## config.mk

```make
export PLATFORM = sky130hd
export DESIGN_NAME = riscv_core_trap_ctrl
export DESIGN_NICKNAME = d
export VERILOG_FILES = /design/src/rtl/riscv_core_trap_pkg.sv /design/src/rtl/riscv_core_trap_irq_prio.sv /design/src/rtl/riscv_core_trap_ctrl.sv
export SDC_FILE = /design/constraint.sdc
export NUM_CORES = 1
export LEC_CHECK = 0
export CAP_MARGIN = 5
export CELL_PAD_IN_SITES_DETAIL_PLACEMENT = 1
export CELL_PAD_IN_SITES_GLOBAL_PLACEMENT = 1
export CORE_MARGIN = 2
export CORE_UTILIZATION = 40
export CTS_BUF_LIST = sky130_fd_sc_hd__clkbuf_4 sky130_fd_sc_hd__clkbuf_8
export DETAILED_ROUTE_END_ITERATION = 8
export PLACE_DENSITY = 0.9
export SLEW_MARGIN = 5
export SYNTH_ARGS = -nofsm -noshare
export SYNTH_HDL_FRONTEND = slang
export SYNTH_SLANG_ARGS = --single-unit
export TNS_END_PERCENT = 5
```

## constraint.sdc

```tcl
create_clock -name i_trap_ctrl_clk -period 2.8 [get_ports i_trap_ctrl_clk]
set_input_delay 0.28 -clock i_trap_ctrl_clk [delete_from_list [all_inputs] [get_ports i_trap_ctrl_clk]]
set_output_delay 0.28 -clock i_trap_ctrl_clk [all_outputs]
set_load 0.01 [all_outputs]
```

## src/rtl/riscv_core_trap_pkg.sv

```systemverilog
// riscv_core_trap_pkg: shared CSR addresses, trap codes, CSR op and FSM state types
package riscv_core_trap_pkg;
  localparam logic [11:0] CSR_MSTATUS  = 12'h300;
  localparam logic [11:0] CSR_MIE      = 12'h304;
  localparam logic [11:0] CSR_MTVEC    = 12'h305;
  localparam logic [11:0] CSR_MSCRATCH = 12'h340;
  localparam logic [11:0] CSR_MEPC     = 12'h341;
  localparam logic [11:0] CSR_MCAUSE   = 12'h342;
  localparam logic [11:0] CSR_MTVAL    = 12'h343;
  localparam logic [11:0] CSR_MIP      = 12'h344;
  localparam int IRQ_MTI        = 7;
  localparam int IRQ_MEI        = 11;
  localparam int IRQ_LOCAL_BASE = 16;
  localparam logic [4:0] EXC_INSN_MISALIGNED = 5'd0;
  localparam logic [4:0] EXC_ILLEGAL_INSN    = 5'd2;
  localparam logic [4:0] EXC_BREAKPOINT      = 5'd3;
  localparam logic [4:0] EXC_LOAD_FAULT      = 5'd5;
  localparam logic [4:0] EXC_STORE_FAULT     = 5'd7;
  localparam logic [4:0] EXC_ECALL_M         = 5'd11;
  localparam int MSTATUS_MIE    = 3;
  localparam int MSTATUS_MPIE   = 7;
  localparam int MSTATUS_MPP_LO = 11;
  localparam int MSTATUS_MPP_HI = 12;
  typedef enum logic [1:0] {
    CSR_NONE = 2'b00,
    CSR_RW   = 2'b01,
    CSR_RS   = 2'b10,
    CSR_RC   = 2'b11
  } csr_op_e;
  typedef enum logic [1:0] {
    S_IDLE,
    S_TRAP,
    S_RET,
    S_REDIRECT
  } state_e;
endpackage

```

## src/rtl/riscv_core_trap_irq_prio.sv

```systemverilog
// riscv_core_trap_irq_prio: fixed-priority encoder MEI > MTI > local[0..N-1] over enabled pending interrupts
module riscv_core_trap_irq_prio
  import riscv_core_trap_pkg::*;
#(
  parameter int XLEN          = 64,
  parameter int NUM_LOCAL_IRQ = 16,
  parameter int CODE_W        = $clog2(XLEN)
) (
  input  logic [XLEN-1:0]   irq_vec,
  output logic              irq_pending,
  output logic [CODE_W-1:0] irq_code
);
  always_comb begin
    irq_pending = |irq_vec;
    irq_code = '0;
    for (int k = NUM_LOCAL_IRQ - 1; k >= 0; k--)
      if (irq_vec[IRQ_LOCAL_BASE + k]) irq_code = CODE_W'(IRQ_LOCAL_BASE + k);
    if (irq_vec[IRQ_MTI]) irq_code = CODE_W'(IRQ_MTI);
    if (irq_vec[IRQ_MEI]) irq_code = CODE_W'(IRQ_MEI);
  end
endmodule

```

## src/rtl/riscv_core_trap_ctrl.sv

```systemverilog
// riscv_core_trap_ctrl: machine-mode trap CSRs, trap/MRET sequencing and redirect handshake (vectored mtvec under TRAP_CTRL_VECTORED_EN)
module riscv_core_trap_ctrl
  import riscv_core_trap_pkg::*;
#(
  parameter int              XLEN          = 64,
  parameter int              NUM_LOCAL_IRQ = 16,
  parameter logic [XLEN-1:0] RESET_MTVEC   = '0
) (
  input  logic                     i_trap_ctrl_clk,
  input  logic                     i_trap_ctrl_rst,
  input  logic                     i_trap_ctrl_csr_wen,
  input  logic [1:0]               i_trap_ctrl_csr_op,
  input  logic [11:0]              i_trap_ctrl_csr_addr,
  input  logic [XLEN-1:0]          i_trap_ctrl_csr_src,
  output logic [XLEN-1:0]          o_trap_ctrl_csr_rdata,
  input  logic                     i_trap_ctrl_exc_valid,
  input  logic [4:0]               i_trap_ctrl_exc_cause,
  input  logic [XLEN-1:0]          i_trap_ctrl_exc_pc,
  input  logic [XLEN-1:0]          i_trap_ctrl_exc_tval,
  input  logic                     i_trap_ctrl_mret,
  input  logic [XLEN-1:0]          i_trap_ctrl_commit_pc,
  input  logic                     i_trap_ctrl_commit_pc_valid,
  input  logic                     i_trap_ctrl_meip,
  input  logic                     i_trap_ctrl_mtip,
  input  logic [NUM_LOCAL_IRQ-1:0] i_trap_ctrl_local_irq,
  output logic                     o_trap_ctrl_flush,
  output logic                     o_trap_ctrl_busy,
  output logic                     o_trap_ctrl_redirect_valid,
  input  logic                     i_trap_ctrl_redirect_ready,
  output logic [XLEN-1:0]          o_trap_ctrl_redirect_pc
);
  localparam int CW = $clog2(XLEN);
  localparam logic [XLEN-1:0] MIE_MASK = ((((XLEN'(1) << NUM_LOCAL_IRQ) - XLEN'(1)) << IRQ_LOCAL_BASE)
                                         | (XLEN'(1) << IRQ_MEI) | (XLEN'(1) << IRQ_MTI));
`ifdef TRAP_CTRL_VECTORED_EN
  localparam logic [XLEN-1:0] MTVEC_MASK = '1;
`else
  localparam logic [XLEN-1:0] MTVEC_MASK = ~XLEN'(3);
`endif
  state_e state, state_nx;
  logic mstatus_mie, mstatus_mpie;
  logic [XLEN-1:0] mie_q, mip_q, mip_nx, mtvec_q, mepc_q, mcause_q, mtval_q, mscratch_q;
  logic [XLEN-1:0] redirect_pc_q, trap_target, csr_wdata, mstatus_rd;
  logic irq_pending, irq_ok, irq_take, idle, accept, csr_we;
  logic [CW-1:0] irq_code;
  logic [11:0] addr;

  riscv_core_trap_irq_prio #(
    .XLEN(XLEN),
    .NUM_LOCAL_IRQ(NUM_LOCAL_IRQ),
    .CODE_W(CW)
  ) u_irq_prio (
    .irq_vec(mie_q & mip_q),
    .irq_pending(irq_pending),
    .irq_code(irq_code)
  );

  assign addr     = i_trap_ctrl_csr_addr;
  assign idle     = state == S_IDLE;
  assign irq_ok   = mstatus_mie & irq_pending & i_trap_ctrl_commit_pc_valid;
  assign irq_take = idle & ~i_trap_ctrl_exc_valid & irq_ok;
  assign accept   = idle & (i_trap_ctrl_exc_valid | irq_ok | i_trap_ctrl_mret);
  assign csr_we   = idle & ~accept & i_trap_ctrl_csr_wen & (i_trap_ctrl_csr_op != CSR_NONE);

  always_comb begin
    mstatus_rd = '0;
    mstatus_rd[MSTATUS_MPP_HI:MSTATUS_MPP_LO] = 2'b11;
    mstatus_rd[MSTATUS_MPIE] = mstatus_mpie;
    mstatus_rd[MSTATUS_MIE] = mstatus_mie;
    mip_nx = '0;
    mip_nx[IRQ_MEI] = i_trap_ctrl_meip;
    mip_nx[IRQ_MTI] = i_trap_ctrl_mtip;
    mip_nx[IRQ_LOCAL_BASE +: NUM_LOCAL_IRQ] = i_trap_ctrl_local_irq;
  end

  assign o_trap_ctrl_csr_rdata = addr == CSR_MSTATUS  ? mstatus_rd :
                                 addr == CSR_MIE      ? mie_q :
                                 addr == CSR_MIP      ? mip_q :
                                 addr == CSR_MTVEC    ? mtvec_q :
                                 addr == CSR_MSCRATCH ? mscratch_q :
                                 addr == CSR_MEPC     ? mepc_q :
                                 addr == CSR_MCAUSE   ? mcause_q :
                                 addr == CSR_MTVAL    ? mtval_q : '0;

  assign csr_wdata = i_trap_ctrl_csr_op == CSR_RW ? i_trap_ctrl_csr_src :
                     i_trap_ctrl_csr_op == CSR_RS ? o_trap_ctrl_csr_rdata | i_trap_ctrl_csr_src :
                                                    o_trap_ctrl_csr_rdata & ~i_trap_ctrl_csr_src;

  always_comb begin
    trap_target = {mtvec_q[XLEN-1:2], 2'b00};
`ifdef TRAP_CTRL_VECTORED_EN
    if (mtvec_q[1:0] == 2'b01 && mcause_q[XLEN-1]) trap_target = trap_target + (mcause_q << 2);
`endif
  end

  always_ff @(posedge i_trap_ctrl_clk)
    state <= i_trap_ctrl_rst ? S_IDLE : state_nx;

  always_comb
    state_nx = state == S_IDLE     ? (i_trap_ctrl_exc_valid | irq_ok ? S_TRAP :
                                      i_trap_ctrl_mret ? S_RET : S_IDLE) :
               state == S_REDIRECT ? (i_trap_ctrl_redirect_ready ? S_IDLE : S_REDIRECT) :
                                     S_REDIRECT;

  always_comb begin
    o_trap_ctrl_flush = state == S_TRAP || state == S_RET;
    o_trap_ctrl_busy = state != S_IDLE;
    o_trap_ctrl_redirect_valid = state == S_REDIRECT;
  end

  assign o_trap_ctrl_redirect_pc = redirect_pc_q;

  always_ff @(posedge i_trap_ctrl_clk) begin
    if (i_trap_ctrl_rst) begin
      mstatus_mie <= 1'b0;
      mstatus_mpie <= 1'b0;
      mie_q <= '0;
      mip_q <= '0;
      mtvec_q <= RESET_MTVEC & MTVEC_MASK;
      mepc_q <= '0;
      mcause_q <= '0;
      mtval_q <= '0;
      mscratch_q <= '0;
      redirect_pc_q <= '0;
    end else begin
      mip_q <= mip_nx;
      if (idle & i_trap_ctrl_exc_valid) begin
        mepc_q <= {i_trap_ctrl_exc_pc[XLEN-1:1], 1'b0};
        mcause_q <= XLEN'(i_trap_ctrl_exc_cause);
        mtval_q <= i_trap_ctrl_exc_tval;
      end else if (irq_take) begin
        mepc_q <= {i_trap_ctrl_commit_pc[XLEN-1:1], 1'b0};
        mcause_q <= {1'b1, (XLEN-1)'(irq_code)};
        mtval_q <= '0;
      end
      if (state == S_TRAP) begin
        mstatus_mpie <= mstatus_mie;
        mstatus_mie <= 1'b0;
        redirect_pc_q <= trap_target;
      end
      if (state == S_RET) begin
        mstatus_mie <= mstatus_mpie;
        mstatus_mpie <= 1'b1;
        redirect_pc_q <= mepc_q;
      end
      if (csr_we) begin
        if (addr == CSR_MSTATUS) begin
          mstatus_mie <= csr_wdata[MSTATUS_MIE];
          mstatus_mpie <= csr_wdata[MSTATUS_MPIE];
        end
        if (addr == CSR_MIE) mie_q <= csr_wdata & MIE_MASK;
        if (addr == CSR_MTVEC) mtvec_q <= csr_wdata & MTVEC_MASK;
        if (addr == CSR_MSCRATCH) mscratch_q <= csr_wdata;
        if (addr == CSR_MEPC) mepc_q <= {csr_wdata[XLEN-1:1], 1'b0};
        if (addr == CSR_MCAUSE) mcause_q <= csr_wdata;
        if (addr == CSR_MTVAL) mtval_q <= csr_wdata;
      end
    end
  end
endmodule

```

## After elaboration in Yosys (flattened, before gate mapping)

Cells that the tools add are included.

| word-level totals | value |
|---|---|
| register bits after elaboration | 468 |
| word-level logic and storage cells | 106 |
| input bits | 300 |

| cells by class | value |
|---|---|
| muxes and demuxes | 55 |
| reductions and logical operators | 9 |
| bitwise logic cells | 17 |
| equality and inequality tests | 13 |

Operators by type and width:

| operator | count |
|---|---|
| 2-to-1 mux 64 bit | 24 |
| equality test 12 x 10 -> 1 bit, second input constant | 8 |
| 2-to-1 mux 5 bit | 18 |
| bitwise AND 32 x 64 -> 64 bit | 1 |
| bitwise AND 64 bit | 1 |
| inverter 64 bit | 1 |
| OR 64 bit | 1 |
| OR reduction 64 bit | 1 |
| 2-to-1 mux 2 bit | 5 |
| bitwise AND 1 bit | 9 |
| 2-to-1 mux 1 bit | 8 |
| equality test 2 bit, second input constant | 3 |
| AND reduction 2 bit | 3 |
| nonzero test 2 bit | 3 |
| equality test 2 x 1 -> 1 bit, second input constant | 2 |
| zero test 2 bit | 1 |
| inverter 1 bit | 2 |
| OR 1 bit | 2 |
| logical OR 1 bit | 1 |

## Logic depth before layout (Yosys ltp)

| logic depth | value |
|---|---|
| depth after elaboration | 23 |
| depth in mapped cells | 12 |
| gate-level depth less buffers | 8 |

## Modules after synthesis

Synthesis repeated with hierarchy kept, for this count alone.

| unflattened totals | value |
|---|---|
| cells, all modules | 2671 |
| area, all modules | 22031.1 sq um |

Modules (own cells, without submodules):

| module | area each (sq um) | cells each | seq. area each (sq um) | times used |
|---|---|---|---|---|
| riscv_core_trap_ctrl | 21704.6 | 2616 | 8448.1 | 1 |
| riscv_core_trap_irq_prio | 326.6 | 55 | 0.0 | 1 |

## Worst setup path before layout

No wires, ideal clock.

| path | value |
|---|---|
| path type | flip-flop to flip-flop |
| from | register state[0] |
| to | register mcause_q[19] |
| slack | 541 ps |
| arrival time | 2189 ps |
| stages on the path, launching flop included | 12 |
| path buffers | 3 |
| setup time | 70 ps |
| cells stage by stage | dfxtp_1 inv_1 ha_1 buf_2 nor2b_1 o2111ai_1 nor4_1 o2111a_1 buf_2 buf_2 nand3_1 a21oi_1 |

| on the way | value |
|---|---|
| longest elaborated chain between the ends | 7 |
| elaborated cells on any way between the ends | 13 |
| those cells by class | mux (4); bitwise (8); reduce/logical (1) |

Ends and longest elaborated chain:

| element | RTL line | RTL |
|---|---|---|
| start: declaration | riscv_core_trap_ctrl.sv:40 | `state_e state, state_nx;` |
| start signal: assignment | riscv_core_trap_ctrl.sv:97 | `state <= i_trap_ctrl_rst ? S_IDLE : state_nx;` |
| zero test 2 bit (*) | riscv_core_trap_ctrl.sv:59 | `assign idle = state == S_IDLE;` |
| bitwise AND 1 bit (on tied branches) | riscv_core_trap_ctrl.sv:61, riscv_core_trap_ctrl.sv:62 |  |
| bitwise AND 1 bit or inverter 1 bit (tied branches) | riscv_core_trap_ctrl.sv:61, riscv_core_trap_ctrl.sv:63 |  |
| 2-to-1 mux 64 bit or bitwise AND 1 bit (tied branches) | riscv_core_trap_ctrl.sv:131, riscv_core_trap_ctrl.sv:63 |  |
| 2-to-1 mux 64 bit or bitwise AND 1 bit (tied branches) | riscv_core_trap_ctrl.sv:127, riscv_core_trap_ctrl.sv:63 |  |
| 2-to-1 mux 64 bit or bitwise AND 1 bit (tied branches) | riscv_core_trap_ctrl.sv:155, riscv_core_trap_ctrl.sv:63 |  |
| 2-to-1 mux 64 bit (*) | riscv_core_trap_ctrl.sv:146 | `if (csr_we) begin` |
| end signal: assignment | riscv_core_trap_ctrl.sv:129 | `mcause_q <= XLEN'(i_trap_ctrl_exc_cause);` |
| end signal: assignment | riscv_core_trap_ctrl.sv:133 | `mcause_q <= {1'b1, (XLEN-1)'(irq_code)};` |
| end signal: assignment | riscv_core_trap_ctrl.sv:155 | `if (addr == CSR_MCAUSE) mcause_q <= csr_wdata;` |
| end: declaration | riscv_core_trap_ctrl.sv:42 | `logic [XLEN-1:0] mie_q, mip_q, mip_nx, mtvec_q, mepc_q, mcause_q, mtval_q, mscratch_q;` |

Every way passes the cells marked *; elsewhere a longest branch is shown, timed or not.
A chain may end at the register's enable or synchronous reset.

## Final worst setup path

| path | value |
|---|---|
| from | input port i_trap_ctrl_csr_addr[5] |
| to | output port o_trap_ctrl_csr_rdata[21] |

| on the way | value |
|---|---|
| longest elaborated chain between the ends | 9 |
| elaborated cells on any way between the ends | 16 |
| those cells by class | eq/ne (8); mux (8) |

Ends and longest elaborated chain:

| element | RTL line | RTL |
|---|---|---|
| start: declaration | riscv_core_trap_ctrl.sv:13 | `input logic [11:0] i_trap_ctrl_csr_addr,` |
| equality test 12 x 10 -> 1 bit | riscv_core_trap_ctrl.sv:83 | `addr == CSR_MTVAL ? mtval_q : '0;` |
| 2-to-1 mux 64 bit | riscv_core_trap_ctrl.sv:83 |  |
| 2-to-1 mux 64 bit | riscv_core_trap_ctrl.sv:82 | `addr == CSR_MCAUSE ? mcause_q :` |
| 2-to-1 mux 64 bit | riscv_core_trap_ctrl.sv:81 | `addr == CSR_MEPC ? mepc_q :` |
| 2-to-1 mux 64 bit | riscv_core_trap_ctrl.sv:80 | `addr == CSR_MSCRATCH ? mscratch_q :` |
| 2-to-1 mux 64 bit | riscv_core_trap_ctrl.sv:79 | `addr == CSR_MTVEC ? mtvec_q :` |
| 2-to-1 mux 64 bit | riscv_core_trap_ctrl.sv:78 | `addr == CSR_MIP ? mip_q :` |
| 2-to-1 mux 64 bit | riscv_core_trap_ctrl.sv:77 | `addr == CSR_MIE ? mie_q :` |
| 2-to-1 mux 64 bit (*) | riscv_core_trap_ctrl.sv:76 | `assign o_trap_ctrl_csr_rdata = addr == CSR_MSTATUS ? mstatus_rd :` |
| end: declaration | riscv_core_trap_ctrl.sv:15 | `output logic [XLEN-1:0] o_trap_ctrl_csr_rdata,` |

Marked as above.

==> summary.md <==
| Metric | Value |
|---|---|
| Outcome | `complete, but fails checks` |
| Violated checks | `negative setup slack` |
| GRT Util Overall | `38.3%` |
| Detail-routed via count per cell | `6.42` |
| Setup violators final | `5` |
| Worst setup EP type | `primary output` |
| Synthesis-to-finish area growth | `38.1%` |
| MaxCap Viol Count | `0` |
| Port Buf Inserts | `428` |
| Critical path depth in cells | `9` |
| DRT Wirelength | `116 mm` |
| Critical path class | `in -> out` |
| Starting Density | `40.2%` |
| Cells after Synth | `2877` |
| Core ar. | `56100 um^2` |
| RD Place Congestion | `0.914` |
| Net count after synthesis | `3181` |
| Root buf cell | `clkbuf_8` |
| RSZ-0062 raised after global routing | `true` |
| Critical Path RT | `2.52 ns` |
| Post-Synth XOR/XNOR Area | `2.48%` |
| Power per Cell Area | `541 nW/um^2` |
| Largest family of logic cells by synthesized area | `compound AO/OA/AOI/OAI gates` |
| Most frequent cells after synthesis | `nand2_1, dfxtp_1, a21oi_1` |
| Setup WS pre-CTS | `-0.293 ns` |
| Yosys top cell by area | `dfxtp_1` |
| Die ar. | `58300 um^2` |
| Synth Area in Compound Gates | `27.0%` |
| Worst path max stage delay | `0.63 ns` |
| Startpoint types | `input port` |
| Slew HR | `45.2%` |
| Crit path buf inv count | `4` |
| Max Fclk | `341 MHz` |
| Synth Area in Adders | `0.222%` |
| Post-route minimum period | `2.93 ns` |
| H-tree Lvls | `3` |
| Via count | `26900` |
| Yosys warning total | `0` |
| Tcrit/Tclk final | `105%` |
| Crit Path Max Fanout | `9` |
| Final net count | `3676` |
| Share of layout cells above drive strength 1 | `14.9%` |
| Initial DRC count | `2958` |
| Height of the die | `242 um` |
| Post-synth EDFFs | `0` |
| Vias in the first global route | `28100` |
| Clk buf depth | `3` |
| Power, Total | `16.8 mW` |
| Flops & latches, synth | `422` |
| Leak | `11.1 nW` |
| Worst VDD drop | `0.328 mV` |
| Data arrival, critical path | `2.65 ns` |
| Ordered list of cells on the worst path | `clkdlybuf4s50_1, or4_4, nor2_4, nand2_2, buf_4, buf_4, o21ai_0, nor2_1, clkdlybuf4s50_1` |
| Async SR Flop Fraction | `0%` |
| Post-route ant nets | `0` |
| Io pins | `431` |
| CTS sink count | `422` |
| Top-area cell type share of the netlist area | `37.4%` |
| Row cnt | `87` |
| Max Slew Vio Count | `0` |
| Type of the most critical hold path | `in -> reg` |
| Synth unique cells | `78` |
| Primary FF master, synth | `dfxtp_1` |
| Delay-heaviest family, CP | `buffers and inverters` |
| Top cells by area, synth | `dfxtp_1, nand2_1, a21oi_1` |
| Skew final | `0.0435 ns` |
| Largest net degree at the start of global routing | `88` |
| Fin. Hold Viols | `0` |
| Most common cell in the netlist | `nand2_1` |
| Mux share of post-synthesis cell area | `6.51%` |
| Mapped Avg Cell Area | `7.84 um^2` |
| Final Worst Setup Slack | `-0.131 ns` |
| Mapped Area | `22600 um^2` |
| Post-DP HPWL | `81.0 mm` |
| Die span in x | `242 um` |
| Initial antenna violation count | `16` |
| CTS tree | `built` |
| Post-route DRC | `0` |
| Hold Crit Depth | `2` |
| Fin util | `55.6%` |
| Measured slew at the worst slew-check pin | `0.818 ns` |
| WHS | `0.0543 ns` |
| Post-Synth Simple-Gate Area | `21.0%` |
| Cts bufs inserted | `78` |
| Slowest-stage cell, CP | `or4_4` |
| Post-synthesis sequential area ratio | `37.4%` |
| Worst-path clk slew | `0.06 ns` |
| Grt ovf | `0` |
| Global-route wire length before repair | `174 mm` |
| Drt first pass iters | `7` |
| Worst-Skew Late Latency | `0.68 ns` |
| R2R cell count | `11` |
| Routed WL per cell | `27.7 um` |
[cells by family (layout without fill, tap and decap cells)]
logic type,Yosys count,in the layout
multiplexers,126,126
XOR/XNOR,64,64
flip-flops,422,422
AO/OA/AOI/OAI,906,906
buffers and inverters,289,840
other,0,13
AND/OR/NAND/NOR,1066,1066
adder cells (fa/ha/maj),4,4
[power by group]
| group | leakage, nW | total, mW | internal [mW] | switching, mW |
|---|---|---|---|---|
| logic | 6.84 | 3.75 | 1.71 | 2.04 |
| clock network | 0.870 | 6.37 | 3.55 | 2.82 |
| registers | 3.43 | 6.72 | 6.40 | 0.321 |
[registers in the layout, summed over array words and instances, names as in the netlist]
register and cells:
mscratch_q 64, mepc_q 64, o_trap_ctrl_redirect_pc 64, mstatus_mpie 1
mtvec_q 62, state 2, mstatus_mie 1, mie_q 18
mtval_q 64, mcause_q 64, mip_q 18
[worst reg2reg max path, cell delays in order (launching register included)]
cell and delay, ns:
dfxtp_1 0.32, inv_1 0.16, ha_4 0.22, nor2b_1 0.24
o2111ai_1 0.24, nor4_2 0.27, buf_4 0.20, o2111a_2 0.33
buf_12 0.22, buf_12 0.16, nand2_1 0.06, a21oi_1 0.20
[placed cells by master, fill, tap and decap left out, types with 69 or more instances in the layout]
cell type          n
mux2i_1           86
nor2_1           264
a22oi_1           69
dfxtp_1          422
buf_4            217
clkbuf_8          95
o21ai_0           87
a21oi_1          310
a211oi_1         116
clkdlybuf4s50_1  363
nand2_1          454
nand3_1          151
[final timing paths]
kind	from	slack, ns	end
worst max-delay path	i_trap_ctrl_csr_addr[5]	-0.13	o_trap_ctrl_csr_rdata[21]
worst min-delay path	i_trap_ctrl_rst	0.05	mip_q[21]
worst max register to register	state[0]	0.07	mcause_q[14]
worst min register to register	mscratch_q[1]	0.45	mscratch_q[1]
[metal layers]
metal  global-route usage, %  part of all wire [%]  up-vias
li1                        -                     -    11500
met1                    48.7                    39    13200
met2                    59.6                    45     1777
met3                    8.35                    10      461
met4                    22.8                   6.0       10
met5                       0                 0.060        -
[layout make-up]
class	count	area, um^2
inverter	13	48.8
tap	756	946
sequential	422	8450
fill	6633	24900
antenna	13	32.5
multi-input combinational	2166	13200
clock buffer	125	1530
timing repair buffer	691	6860
clock inverter	11	95.1
[timing repair]
action / CTS / global route
buffers inserted: 3 / 0
pin swaps: 2 / 4
endpoints found under the setup margin: 64 / 34
gates resized for setup: 85 / 30
hold buffers: 0 / 0
[per-stage QoR]
stage               TNS, ns  cells  cell area (um^2)
finish               -0.545   4197             31200
global route         -0.854   4195             31100
CTS                   -1.83   4184             31000
detailed placement   -35.64   4045             29300
global placement     -21.92   4045             29300
floorplan                 0   2877             22600
(Power assumes the default switching activity.)
